==> config.mk <==
export PLATFORM = sky130hd
export DESIGN_NAME = zigzag_pingpong_ctrl
export DESIGN_NICKNAME = d
export VERILOG_FILES = /design/src/rtl/zigzag_pingpong_ctrl.sv
export SDC_FILE = /design/constraint.sdc
export NUM_CORES = 1
export LEC_CHECK = 0
export ABC_AREA = 0
export BUFFER_PORTS_ARGS = -buffer_cell sky130_fd_sc_hd__buf_2
export CAP_MARGIN = 20
export CORE_AREA = 3 3 65 67
export CTS_CLUSTER_DIAMETER = 100
export DETAILED_ROUTE_END_ITERATION = 8
export DIE_AREA = 0 0 68 70
export GPL_TIMING_DRIVEN = 0
export PLACE_DENSITY = 0.74
export SYNTH_ARGS = -nofsm -noshare
export SYNTH_HDL_FRONTEND = slang
export SYNTH_SLANG_ARGS = --single-unit
export TNS_END_PERCENT = 1
==> constraint.sdc <==
create_clock -name i_clk -period 3 [get_ports i_clk]
set_clock_uncertainty 0.15 [all_clocks]
set_input_delay 0 -clock i_clk [delete_from_list [all_inputs] [get_ports i_clk]]
set_output_delay 0 -clock i_clk [all_outputs]
set_load 0.01 [all_outputs]
==> src/rtl/zigzag_pingpong_ctrl.sv <==
// ----------------------------------------------------------------------------
// zigzag_pingpong_ctrl
//
// Sequencing controller for the JPEG zigzag reorder stage. It sits between
// the FDCT output and the quantiser and drives an external 2-bank x 64-entry
// coefficient RAM. Each bank holds one 8x8 block. The controller writes a
// block into one bank in FDCT order while it reads the other bank back in
// zigzag order. It carries no coefficient data, only addresses, strobes and
// flags.
//
// Parameters
//   IN_COL_MAJOR : 1 = input arrives column-major, so the write address is
//                  the transposed count; 0 = raster input.
//   BANK_AW      : address width per bank; must be 6.
//
// Ports
//   i_clk, i_rst_n : clock and asynchronous active-low reset
//   i_in_valid     : upstream offers a coefficient
//   o_in_ready     : a bank is available for writing
//   o_wr_en        : RAM write strobe (i_in_valid & o_in_ready)
//   o_wr_bank      : bank being written
//   o_wr_addr      : raster address within the write bank
//   o_rd_en        : RAM read strobe; RAM data is valid the next cycle
//   o_rd_bank      : bank being read
//   o_rd_addr      : raster address of zigzag index rcnt
//   o_out_valid    : RAM output register holds a zigzag-ordered coefficient
//   i_out_ready    : downstream accepts the current coefficient
//   o_out_idx      : zigzag index of the current output
//   o_out_first    : current output is index 0
//   o_out_last     : current output is index 63
//   o_busy         : a bank is in use or an output is pending
// ----------------------------------------------------------------------------
module zigzag_pingpong_ctrl #(
    parameter int unsigned IN_COL_MAJOR = 0,
    parameter int unsigned BANK_AW      = 6
) (
    input  logic               i_clk,
    input  logic               i_rst_n,
    input  logic               i_in_valid,
    output logic               o_in_ready,
    output logic               o_wr_en,
    output logic               o_wr_bank,
    output logic [BANK_AW-1:0] o_wr_addr,
    output logic               o_rd_en,
    output logic               o_rd_bank,
    output logic [BANK_AW-1:0] o_rd_addr,
    output logic               o_out_valid,
    input  logic               i_out_ready,
    output logic [BANK_AW-1:0] o_out_idx,
    output logic               o_out_first,
    output logic               o_out_last,
    output logic               o_busy
);

    generate
        if (BANK_AW != 6) begin : g_bad_aw
            $error("zigzag_pingpong_ctrl: BANK_AW must be 6");
        end
    endgenerate

    typedef enum logic [1:0] {StEmpty, StFill, StFull, StDrain} bank_state_e;

    // Raster address for each zigzag index k.
    localparam logic [BANK_AW-1:0] ZZ [64] = '{
        6'd0,  6'd1,  6'd8,  6'd16, 6'd9,  6'd2,  6'd3,  6'd10,
        6'd17, 6'd24, 6'd32, 6'd25, 6'd18, 6'd11, 6'd4,  6'd5,
        6'd12, 6'd19, 6'd26, 6'd33, 6'd40, 6'd48, 6'd41, 6'd34,
        6'd27, 6'd20, 6'd13, 6'd6,  6'd7,  6'd14, 6'd21, 6'd28,
        6'd35, 6'd42, 6'd49, 6'd56, 6'd57, 6'd50, 6'd43, 6'd36,
        6'd29, 6'd22, 6'd15, 6'd23, 6'd30, 6'd37, 6'd44, 6'd51,
        6'd58, 6'd59, 6'd52, 6'd45, 6'd38, 6'd31, 6'd39, 6'd46,
        6'd53, 6'd60, 6'd61, 6'd54, 6'd47, 6'd55, 6'd62, 6'd63
    };

    bank_state_e        r_state [2];
    logic               r_wb;
    logic               r_rb;
    logic [BANK_AW-1:0] r_wcnt;
    logic [BANK_AW-1:0] r_rcnt;
    logic               r_out_valid;
    logic [BANK_AW-1:0] r_out_idx;

    logic               w_in_ready;
    logic               w_wr_en;
    logic               w_wr_last;
    logic               w_rd_avail;
    logic               w_issue;
    logic               w_rd_last;
    logic [BANK_AW-1:0] w_wr_addr;

    // in_ready depends on registered state only, never on i_out_ready.
    assign w_in_ready = (r_state[r_wb] == StEmpty) || (r_state[r_wb] == StFill);
    assign w_wr_en    = i_in_valid && w_in_ready;
    assign w_wr_last  = (r_wcnt == {BANK_AW{1'b1}});

    // A read may issue whenever the output register is free or being consumed;
    // the RAM output register holds its value while rd_en is low.
    assign w_rd_avail = (r_state[r_rb] == StFull) || (r_state[r_rb] == StDrain);
    assign w_issue    = w_rd_avail && (!r_out_valid || i_out_ready);
    assign w_rd_last  = (r_rcnt == {BANK_AW{1'b1}});

    generate
        if (IN_COL_MAJOR != 0) begin : g_col_major
            assign w_wr_addr = {r_wcnt[2:0], r_wcnt[5:3]};
        end else begin : g_raster
            assign w_wr_addr = r_wcnt;
        end
    endgenerate

    // Write and read never touch the same bank in one cycle: the write bank
    // is EMPTY/FILL while the read bank is FULL/DRAIN.
    always_ff @(posedge i_clk or negedge i_rst_n) begin
        if (!i_rst_n) begin
            r_state[0]  <= StEmpty;
            r_state[1]  <= StEmpty;
            r_wb        <= 1'b0;
            r_rb        <= 1'b0;
            r_wcnt      <= '0;
            r_rcnt      <= '0;
            r_out_valid <= 1'b0;
            r_out_idx   <= '0;
        end else begin
            if (w_wr_en) begin
                if (w_wr_last) begin
                    r_state[r_wb] <= StFull;
                    r_wb          <= ~r_wb;
                    r_wcnt        <= '0;
                end else begin
                    r_state[r_wb] <= StFill;
                    r_wcnt        <= r_wcnt + 1'b1;
                end
            end

            if (w_issue) begin
                r_out_valid <= 1'b1;
                r_out_idx   <= r_rcnt;
                if (w_rd_last) begin
                    r_state[r_rb] <= StEmpty;
                    r_rb          <= ~r_rb;
                    r_rcnt        <= '0;
                end else begin
                    r_state[r_rb] <= StDrain;
                    r_rcnt        <= r_rcnt + 1'b1;
                end
            end else if (i_out_ready) begin
                r_out_valid <= 1'b0;
            end
        end
    end

    assign o_in_ready  = w_in_ready;
    assign o_wr_en     = w_wr_en;
    assign o_wr_bank   = r_wb;
    assign o_wr_addr   = w_wr_addr;
    assign o_rd_en     = w_issue;
    assign o_rd_bank   = r_rb;
    assign o_rd_addr   = ZZ[r_rcnt];
    assign o_out_valid = r_out_valid;
    assign o_out_idx   = r_out_idx;
    assign o_out_first = r_out_valid && (r_out_idx == '0);
    assign o_out_last  = r_out_valid && (r_out_idx == {BANK_AW{1'b1}});
    assign o_busy      = (r_state[0] != StEmpty) || (r_state[1] != StEmpty) || r_out_valid;

endmodule

# Word level (Yosys, flattened, before mapping)
# Memory sizes are Yosys's and may differ from the RTL's.
# Cells that the tools add are included.
# totals
ff_bits	25
latch_bits	0
mem_bits_rw	0
romBits	384
input_bits	4
output_inout_bits	27
wordCells	75
mem_count	1
# op_classes
addsub	2
mul	0
div	0
magnitude_cmp	5
n_eq_ne	6
n_shift	0
muxes	20
bitwise_logic	14
reduce_logical	19
# memory_table
memory	depth	width	read_ports	rd_ports_with_merged_regs	wr	line	rtl
(no name shown)	64	6	1	0	0	157	assign o_rd_addr = ZZ[r_rcnt];
# op_table
op	n
6-bit two-way mux	4
6-bit == test, second input constant	3
2-bit two-way mux	8
4-bit two-way mux	4
6-bit by 1-bit adder with 6-bit output, second input constant	2
7-bit greater-or-equal comparator, second input constant	1
6-bit inverter with 7-bit output	1
1-bit logical AND	6
6-bit logical NOT	1
2-bit nonzero test	3
1-bit logical OR	5
2-bit bitwise AND	2
4-bit bitwise AND	1
2-bit demux with 1-bit select	2
2-bit == test, second input constant	2
2-bit greater-or-equal comparator, second input constant	2
2-bit by 1-bit < comparator with 1-bit output, second input constant	2
1-bit inverter with 2-bit output	2
2-bit inverter	2
4-bit inverter	1
2-bit OR	2
4-bit OR	1
2-bit AND reduction	2
2-bit by 1-bit == test with 1-bit output, second input constant	1
4 further kinds	6

# Logic depth before layout (Yosys ltp)
# logic_depth
depth_word	12
ltp_mapped	7
mapped_depth_nobuf	6

# Worst setup path before layout
# No wires, ideal clock.
# synth_path
path_type	register to output
startpoint	register r_rcnt[0]
endpoint	output o_rd_addr[4]
arrival_ns	2.017
required_time_ns	2.850
setup_slack_ns	0.833
stages_incl_launch_ff	8
path_buffers	1
path_cell_list	dfrtp_1 -> buf_2 -> inv_1 -> ha_1 -> mux2_2 -> mux4_2 -> nor2_1 -> a31oi_1
# synth_via
elab_chain_len	4
# synth_rtl
item	line	rtl
start: declaration	79	logic [BANK_AW-1:0] r_rcnt;
start signal: assignment	143	r_rcnt <= r_rcnt + 1'b1;
6-bit inverter with 7-bit output (implied by the code)	157	
memory 64 x 6 bit	-	
6-bit two-way mux (implied by the code) (2 in series)	157	
end: declaration	46	output logic [BANK_AW-1:0] o_rd_addr,
# No other way between the ends. The select of a mux whose other input is x is not followed.

# Worst setup path in the final report
# Ends and elaborated chain as after synthesis.

==> metrics.md <==
| Metric | Value |
|---|---|
| Multi-input combinational cell area | `1230 um^2` |
| IR drop worst, VDD | `0.000550 V` |
| CTS Buffer Depth | `2` |
| Period utilization | `92.7%` |
| Required time worst endpoint | `2.85 ns` |
| Remaining global-route overflow | `0` |
| Standard-cell row count | `22` |
| Area leader, netlist | `dfrtp_1` |
| Maximum clock frequency | `360 MHz` |
| Layout Utilization | `61.4%` |
| Worst-case register-to-register setup slack | `1.15 ns` |
| Die ar. | `4760 um^2` |
| Rel. slew slack | `63.7%` |
| Number of nets at the end of the flow | `280` |
| Post-synthesis net count | `242` |
| Critical Path Most Common Cell | `buf_2` |
| Stage delay of the slowest cell on the critical path | `0.46 ns` |
| Number of filler instances in the final layout | `333` |
| FF-to-FF path depth | `5` |
| Number of nets still failing antenna checks after routing | `0` |
| Reg-to-reg critical path startpoint | `r_rcnt[2]` |
| Gp weighted congestion | `0.930` |
| #FFs+latches synth | `25` |
| Count of input and output buffers | `30` |
| Number of antenna violations at the first check in global routing | `0` |
| Unrepaired setup endpoints after global routing | `no` |
| Element type at the critical path end | `output port` |
| Cell Chain, Critical Path | `buf_2, inv_1, ha_1, mux2_2, mux4_2, nor2_1, a31oi_1, buf_2` |
| Library cell with the highest instance count after synthesis | `nand2_1` |
| Data arrival time of the critical path | `2.63 ns` |
| Number of warning messages in the yosys log | `0` |
| Clock-pin slew on the worst setup and hold paths | `0.08 ns` |
| Status | `finished, final reports clean` |
| Largest net degree at the start of global routing | `26` |
| Sum of buffers and inverters on the critical path | `3` |
| Transition at the pin with the smallest max-transition slack | `0.545 ns` |
| Standby leakage power | `1.06 nW` |
| Clock tree from TritonCTS | `yes` |
| Share of cells above drive strength 1 | `23.3%` |
| Most instantiated cells after synthesis | `28 x nand2_1, 25 x dfrtp_1, 19 x nor2_1` |
| Share of the yosys chip area belonging to registers | `31.6%` |
| Crit-path leading delay family | `multiplexers` |
| Crit Reg-Reg Endpoint | `r_rcnt[2]` |
| Via count of the first global-routing pass | `1639` |
| Post-synth design cell area | `1980 um^2` |
| Core area | `3690 um^2` |
| Area used by sequential logic in the layout | `627 um^2` |
| Hold Vio Cnt, Final | `0` |
| Router iterations before antenna repair | `5` |
| DRT iter0 DRCs | `136` |
| Total track usage | `19.2%` |
| Share of flip-flops with an asynchronous set or reset | `100%` |
| Setup fix buffers added after clock tree synthesis | `0` |
| Crit Path Max Fanout | `10` |
| Remaining design rule violation count | `0` |
| Type of the worst setup path | `reg -> out` |
| Number of vias per cell | `5.73` |
| Chip width | `68 um` |
| Count of maximum capacitance violations | `0` |
| Cell Pwr Density | `767 nW/um^2` |
| Number of primary I/O pins | `31` |
| TritonCTS buffer count | `3` |
| Class of the tightest hold or removal check | `in -> async` |
| Vias | `1754` |
| Max-slew violation count | `0` |
| Post-synth EDFFs | `0` |
| Total detailed-routing wirelength | `4310 um` |
| Synthesized area divided by synthesized cell count | `8.95 um^2` |
| TritonCTS sink count | `25` |
| Crit-path slowest cell | `dfrtp_2` |
| Leading register cell type out of synthesis | `dfrtp_1` |
| Final instance count without filler cells | `306` |
| Number of library cell types mapped by synthesis | `51` |
| Routed wirelength normalized by instance count | `14.1 um` |
| Share of Yosys cell area claimed by the top area cell type | `31.6%` |
| Synthesized instance count | `221` |
| H-Tree Depth | `1` |
| Worst skew pair latency | `0.27 ns` |
| Initial core utilization | `53.6%` |
| Timing startpoint of the critical path | `r_rcnt[0]` |
| Cell chosen for the clock root | `clkbuf_8` |
| Post-synthesis to final-layout area growth | `14.5%` |
| Number of setup violations in the final report | `0` |
| Startpoint types | `flop` |
| Height of the die | `70 um` |
| Final min period | `2.78 ns` |
| Antenna diode instance count | `0` |
| Post-route setup TNS | `0 ns` |
| Dominant cells by area after synthesis | `dfrtp_1 32%, ha_1 11%, mux2i_1 6.1%` |
| Detailed placer's ending HPWL | `3190 um` |
| Wire length of the first global-routing pass | `7310 um` |
| Placed Cells incl. Taps | `299` |
## report_power, final
| part | leakage [nW] | internal, mW | total [mW] | switching, mW |
|---|---|---|---|---|
| Combinational | 0.724 | 0.426 | 0.969 | 0.543 |
| Clock | 0.0228 | 0.0949 | 0.197 | 0.102 |
| Sequential | 0.316 | 0.430 | 0.569 | 0.139 |
## cells by family after synthesis
kind of cell,Yosys count,synth area share [%]
simple gates,80,19.1
compound gates,55,18.4
flops,25,31.6
buf+inv,21,6.14
mux,18,11.8
fa+ha+maj,17,10.8
xor+xnor,5,2.22
## sequential cells by signal, summed over array words and instances, names as in the netlist
| register | count |
|---|---|
| o_wr_bank | 1 |
| o_wr_addr | 6 |
| r_state | 4 |
| r_rcnt | 6 |
| o_out_valid | 1 |
| o_out_idx | 6 |
| o_rd_bank | 1 |
## layout make-up
| cell class | instances | area share [%] |
|---|---|---|
| tap | 48 | 2.65 |
| timing repair buffer | 33 | 7.96 |
| buffer | 11 | 3.70 |
| multi-input combinational | 175 | 54.3 |
| inverter | 10 | 1.66 |
| clock buffer | 4 | 1.99 |
| sequential | 25 | 27.7 |
## cell usage in the layout (no fill, tap or decap), types with 3 or more instances in the layout
| cell type | count |
|---|---|
| mux2i_1 | 12 |
| a21oi_1 | 9 |
| nor2_1 | 19 |
| and3_1 | 4 |
| ha_1 | 17 |
| dfrtp_1 | 24 |
| dlygate4sd3_1 | 3 |
| o21ai_0 | 16 |
| o21ai_1 | 4 |
| xnor2_1 | 3 |
| nor2b_1 | 4 |
| inv_2 | 3 |
| buf_2 | 34 |
| a31oi_1 | 3 |
| nand3_1 | 7 |
| a21o_1 | 3 |
| buf_4 | 3 |
| nand2_1 | 28 |
| inv_1 | 7 |
| mux4_2 | 4 |
| clkbuf_8 | 3 |
| nand2b_1 | 4 |
| o31ai_1 | 4 |
## timing repair
action	CTS	global route
gates resized for setup	0	1
setup endpoints to repair	0	1
hold buffers	3	0
hold endpoints to repair	32	0
## worst max-delay path by stage
stage	to	cells past startpoint	slack [ns]
final	o_rd_addr[4]	8	0.22
after global routing	o_rd_addr[4]	8	0.09
after CTS	o_rd_addr[4]	8	0.14
after detailed placement	o_rd_addr[4]	8	0.44
after global placement	o_rd_addr[4]	8	0.45
after floorplan	o_rd_addr[4]	7	0.83
## worst reg2reg max path: cells and delay by family, from the launching register on
kind            cells  cell delay [ns]
compound gates      2             0.49
buf+inv             2             0.39
flops               1             0.54
simple gates        1             0.15
## metrics by stage
step / hold slack, ns / power [mW] / setup slack [ns] / cell area (um^2)
2_1_floorplan: -0.446 / 1.25 / 0.833 / 1980
3_3_place_gp: -0.138 / 1.51 / 0.449 / 2190
3_5_place_dp: -0.135 / 1.53 / 0.439 / 2190
4_1_cts: 0.111 / 1.73 / 0.145 / 2260
5_1_grt: 0.142 / 1.89 / 0.0944 / 2260
6_report: 0.0936 / 1.74 / 0.220 / 2260
## layer usage
layer	GRT usage, %	part of all wire (%)	vias to the layer above
met2	31.0	49	57
li1	-	-	866
met5	0	0	-
met4	4.64	0.21	0
met3	3.70	6.0	2
met1	26.0	45	829
Note: power is estimated with default switching activity, not from simulation.
